--- src/rtl/gpio_config_loader.sv ---
// ============================================================================
// Module   : gpio_config_loader
// Purpose  : Serialises per-pad GPIO configuration words into a daisy-chained
//            pad bank (serial_clock / serial_data / serial_load).
//            Optional macro GPIO_CFG_AUTOLOAD_EN: one transfer on reset release.
// Revision : 1.0 - initial release
// ============================================================================
`default_nettype none

module gpio_config_loader #(
    parameter int NUM_GPIO = 19,
    parameter int CFG_W    = 10,
    parameter int CLK_DIV  = 2
) (
    input  logic                      wb_clk_i,
    input  logic                      wb_rst_i,
    input  logic [NUM_GPIO*CFG_W-1:0] cfg_in,
    input  logic                      start,
    output logic                      busy,
    output logic                      done,
    output logic                      serial_clock,
    output logic                      serial_data,
    output logic                      serial_load
);

    localparam int N     = NUM_GPIO * CFG_W;
    localparam int CNT_W = $clog2(N + 1);
    localparam int PH_W  = $clog2(CLK_DIV + 1);

    localparam logic [CNT_W-1:0] LAST_BIT = CNT_W'(N - 1);
    localparam logic [CNT_W-1:0] CNT_ONE  = CNT_W'(1);
    localparam logic [PH_W-1:0]  PH_LAST  = PH_W'(CLK_DIV - 1);
    localparam logic [PH_W-1:0]  PH_ONE   = PH_W'(1);

    typedef enum logic [1:0] {
        IDLE  = 2'd0,
        SHIFT = 2'd1,
        LOAD  = 2'd2,
        DONE  = 2'd3
    } state_t;

    state_t             state_q, state_d;
    logic [N-1:0]       snap_q, snap_d;
    logic [N-1:0]       snap_shl;
    logic [CNT_W-1:0]   bit_cnt_q, bit_cnt_d;
    logic [PH_W-1:0]    phase_q, phase_d;
    logic               busy_q, busy_d;
    logic               done_q, done_d;
    logic               sclk_q, sclk_d;
    logic               sdata_q, sdata_d;
    logic               sload_q, sload_d;
    logic               start_eff;

`ifdef GPIO_CFG_AUTOLOAD_EN
    // Set throughout reset, so the first post-reset cycle sees a virtual start.
    logic auto_q, auto_d;

    always_comb begin
        auto_d = 1'b0;
    end

    always_ff @(posedge wb_clk_i) begin
        if (wb_rst_i) begin
            auto_q <= 1'b1;
        end else begin
            auto_q <= auto_d;
        end
    end

    assign start_eff = start | auto_q;
`else
    assign start_eff = start;
`endif

    always_comb begin
        state_d   = state_q;
        snap_d    = snap_q;
        bit_cnt_d = bit_cnt_q;
        phase_d   = phase_q;
        busy_d    = busy_q;
        done_d    = 1'b0;
        sclk_d    = sclk_q;
        sdata_d   = sdata_q;
        sload_d   = sload_q;
        snap_shl  = snap_q << 1;

        case (state_q)
            IDLE, DONE: begin
                state_d = IDLE;
                busy_d  = 1'b0;
                sclk_d  = 1'b0;
                sdata_d = 1'b0;
                sload_d = 1'b0;
                // DONE also accepts start so a held start chains transfers.
                if (start_eff) begin
                    state_d   = SHIFT;
                    snap_d    = cfg_in;
                    busy_d    = 1'b1;
                    sdata_d   = cfg_in[N-1];
                    bit_cnt_d = '0;
                    phase_d   = '0;
                end
            end

            SHIFT: begin
                if (phase_q == PH_LAST) begin
                    phase_d = '0;
                    if (!sclk_q) begin
                        sclk_d = 1'b1;
                    end else begin
                        sclk_d    = 1'b0;
                        snap_d    = snap_shl;
                        bit_cnt_d = bit_cnt_q + CNT_ONE;
                        if (bit_cnt_q == LAST_BIT) begin
                            state_d   = LOAD;
                            sdata_d   = 1'b0;
                            sload_d   = 1'b1;
                            bit_cnt_d = '0;
                        end else begin
                            sdata_d = snap_shl[N-1];
                        end
                    end
                end else begin
                    phase_d = phase_q + PH_ONE;
                end
            end

            LOAD: begin
                // bit_cnt counts the two CLK_DIV-long halves of the load strobe.
                if (phase_q == PH_LAST) begin
                    phase_d = '0;
                    if (bit_cnt_q == '0) begin
                        bit_cnt_d = CNT_ONE;
                    end else begin
                        state_d   = DONE;
                        sload_d   = 1'b0;
                        busy_d    = 1'b0;
                        done_d    = 1'b1;
                        bit_cnt_d = '0;
                    end
                end else begin
                    phase_d = phase_q + PH_ONE;
                end
            end

            default: begin
                state_d = IDLE;
            end
        endcase
    end

    always_ff @(posedge wb_clk_i) begin
        if (wb_rst_i) begin
            state_q   <= IDLE;
            snap_q    <= '0;
            bit_cnt_q <= '0;
            phase_q   <= '0;
            busy_q    <= 1'b0;
            done_q    <= 1'b0;
            sclk_q    <= 1'b0;
            sdata_q   <= 1'b0;
            sload_q   <= 1'b0;
        end else begin
            state_q   <= state_d;
            snap_q    <= snap_d;
            bit_cnt_q <= bit_cnt_d;
            phase_q   <= phase_d;
            busy_q    <= busy_d;
            done_q    <= done_d;
            sclk_q    <= sclk_d;
            sdata_q   <= sdata_d;
            sload_q   <= sload_d;
        end
    end

    assign busy         = busy_q;
    assign done         = done_q;
    assign serial_clock = sclk_q;
    assign serial_data  = sdata_q;
    assign serial_load  = sload_q;

endmodule

`default_nettype wire

--- config.mk ---
export PLATFORM = sky130hd
export DESIGN_NAME = gpio_config_loader
export DESIGN_NICKNAME = d
export VERILOG_FILES = /design/src/rtl/gpio_config_loader.sv
export SDC_FILE = /design/constraint.sdc
export NUM_CORES = 1
export LEC_CHECK = 0
export CORE_ASPECT_RATIO = 1.2
export CORE_MARGIN = 4
export CORE_UTILIZATION = 56
export DETAILED_ROUTE_END_ITERATION = 8
export GPL_TIMING_DRIVEN = 0
export HOLD_SLACK_MARGIN = 0.03
export PLACE_DENSITY_LB_ADDON = 0.05
export SYNTH_ARGS = -nofsm -noshare
export SYNTH_HDL_FRONTEND = slang
export SYNTH_SLANG_ARGS = --single-unit
--- constraint.sdc ---
create_clock -name wb_clk_i -period 4.9 [get_ports wb_clk_i]
set_input_delay 1.47 -clock wb_clk_i [delete_from_list [all_inputs] [get_ports wb_clk_i]]
set_output_delay 1.47 -clock wb_clk_i [all_outputs]
set_load 0.05 [all_outputs]
==> flow_summary.ini <==
[setup_path]
critPathKind = reg2out
cpLargestDelayFamily = buffers and inverters
cp_num_buf_inv = 1
startpoint_type = flop
critPathMaxStageDelay_ps = 820
cp_max_fo = 4
slowest_stage = clkdlybuf4s50_1
cp.arrival_ps = 1670
path_cells = clkdlybuf4s50_1
required_ps = 3430
crit_path_end_kind = output pin

[outcome]
status = completed

[synth]
syn_area_per_cell_um2 = 10.4
synth_cells = 955
async_flop_share = 0
synthesis.area_mm2 = 0.00989
synth_ff_type = dfxtp_1
synth_top_cells_by_area = dfxtp_1, mux2i_1, a211oi_2
yosysTopAreaCell = dfxtp_1
synthTopCellsByCount = dfxtp_1, nor2_1, mux2i_1
ys_seq_area_frac = 0.417
synth_top_area_share = 0.417
synth_cell_types = 42
ys_ff_latch = 206
synth_nets = 1153
post-synth-top-count-cell = dfxtp_1
synth-edff-count = 0
synth-warning-count = 0

[detailed_routing]
drt-initial-drc-count = 358
via_count = 7779
drc = 0
viasPerCell = 5.54
routedWlPerCell_um = 16.2
dr.pass1.iters = 6
drt_wl_total_um = 22800
antenna_left = 0

[timing]
hold_ws_ps = 481
slew_headroom = 0.529
tightest_slew_ps = 706
slew_viol_final = 0
clock.fmax_ghz = 0.319
min_period_ps = 3140
fin_setup_tns_ps = 0
fin_crit_sh = 0.640
finalSetupViolations = 0
worst_slack_ps = 1760
rsz0062_at_grt = no
hold_violations = 0
fin_skew_ps = 13.4

[floorplanning]
num_rows = 52
die_x_um = 129
initial_core_util = 0.578
fp.dieArea_mm2 = 0.0199
core_mm2 = 0.0171
ioPinCount = 198
die_h_um = 154

[global_route]
grt_pass1_wl_um = 36900
grt_max_degree = 15
grt_pass1_vias = 7718
overflow = 0
antenna_found_initial = 2
gr-usage-all-layers = 0.220

[final_layout]
drive_gt1_frac = 0.180
syn_to_final_growth_pct = 29.7
design_area_mm2 = 0.0128
nets = 1372
utilization = 0.750

[clock_tree]
clkSlewWorstSetupHoldPaths_ps = 60
htreeDepth = 1
cts_buffers = 21
cts_tree = yes
cts_root_buffer = clkbuf_16
cts_setup_buffers = 0
cts_resized = 0
hold_buffers = 0
clk_latency_ps = 490
cts_buffer_depth = 3
clock-sinks = 206

[pwr]
p_leak_nw = 4.61
worst_ir_drop_vdd_v = 0.000381
powerDensity_mw_per_mm2 = 680

[place]
dp_hpwl_um = 16500
portBuffers = 196
placed_area_mm2 = 0.0121
gp_congestion = 0.908
dp_slack_ps = 1430

[min_path]
min_path_type = reg2reg

[run]
maxCapViolCount = 0
## sequential cells by signal, indices dropped and copies added, names as in the netlist
signal / flops
serial_data: 1
phase_q: 2
busy: 1
serial_load: 1
serial_clock: 1
snap_q: 189
bit_cnt_q: 8
state_q: 2
done: 1
## final cells by class
class / count / area (um^2)
tap: 216 / 270
sequential: 206 / 4120
buffer: 89 / 557
clock inverter: 5 / 78.8
antenna: 1 / 2.50
fill: 1276 / 4290
clock buffer: 32 / 627
timing repair buffer: 196 / 1960
multi-input combinational: 650 / 5170
inverter: 10 / 37.5
## metal layers
metal  vias to the layer above  GRT usage  routed length (um)
li1                       3903          -                   -
met1                      3674      0.284                9930
met2                       177      0.377               11100
met3                        23     0.0472                1530
met4                         2     0.0465                 284
met5                         -          0                  13
## cells in the final DEF (no fill, tap or decap), drive strengths merged, types with 2 or more instances in the layout
cell type	count
or4b	2
nor2	205
mux2i	191
clkbuf	56
nand4	2
buf	65
clkdlybuf4s50	196
nand3b	2
nand2b	2
a211oi	193
xnor2	2
ha	5
nor2b	2
bufinv	2
nand2	5
o21ai	5
clkinv	3
a21oi	9
o41ai	2
dfxtp	206
o211ai	4
or4	2
inv	10
xor2	3
nor4	3
## final timing paths
path                                endpoint  slack (ps)          from  depth (start not counted)
worst max-delay path            serial_clock        1760  serial_clock                          1
worst min-delay path              phase_q[1]         480    phase_q[1]                          2
worst max register to register    snap_q[73]        2590    state_q[0]                          9
worst min register to register    phase_q[1]         480    phase_q[1]                          2
## power by group
group	total [mW]	switching (mW)	internal (mW)	leakage (nW)
registers	2.96	0.430	2.53	1.70
clock network	1.63	0.641	0.987	0.348
logic	4.13	2.31	1.83	2.56
## worst reg2reg max path, stage by stage (launching register included)
cell      delay (ps)
dfxtp_1          330
inv_1             60
ha_1             280
buf_2            190
nand2b_1         240
nor2b_2          240
buf_6            150
buf_2            290
buf_2            290
a211oi_1         110
## stage by stage
step	instances	total power, mW
floorplan	955	6.24
global placement	1367	7.00
detailed placement	1367	7.14
CTS	1404	8.80
global route	1405	9.34
finish	1405	8.72
## logic make-up (layout without fill, tap and decap cells)
logic type,after synthesis,count (layout),share of synthesized area
simple gates,232,232,0.0966
compound gates,217,217,0.221
flops,206,206,0.417
mux,191,191,0.195
buf+inv,99,332,0.0601
fa+ha+maj,5,5,0.00633
xor+xnor,5,5,0.00443
other cells,0,1,0
(Power assumes the default switching activity.)
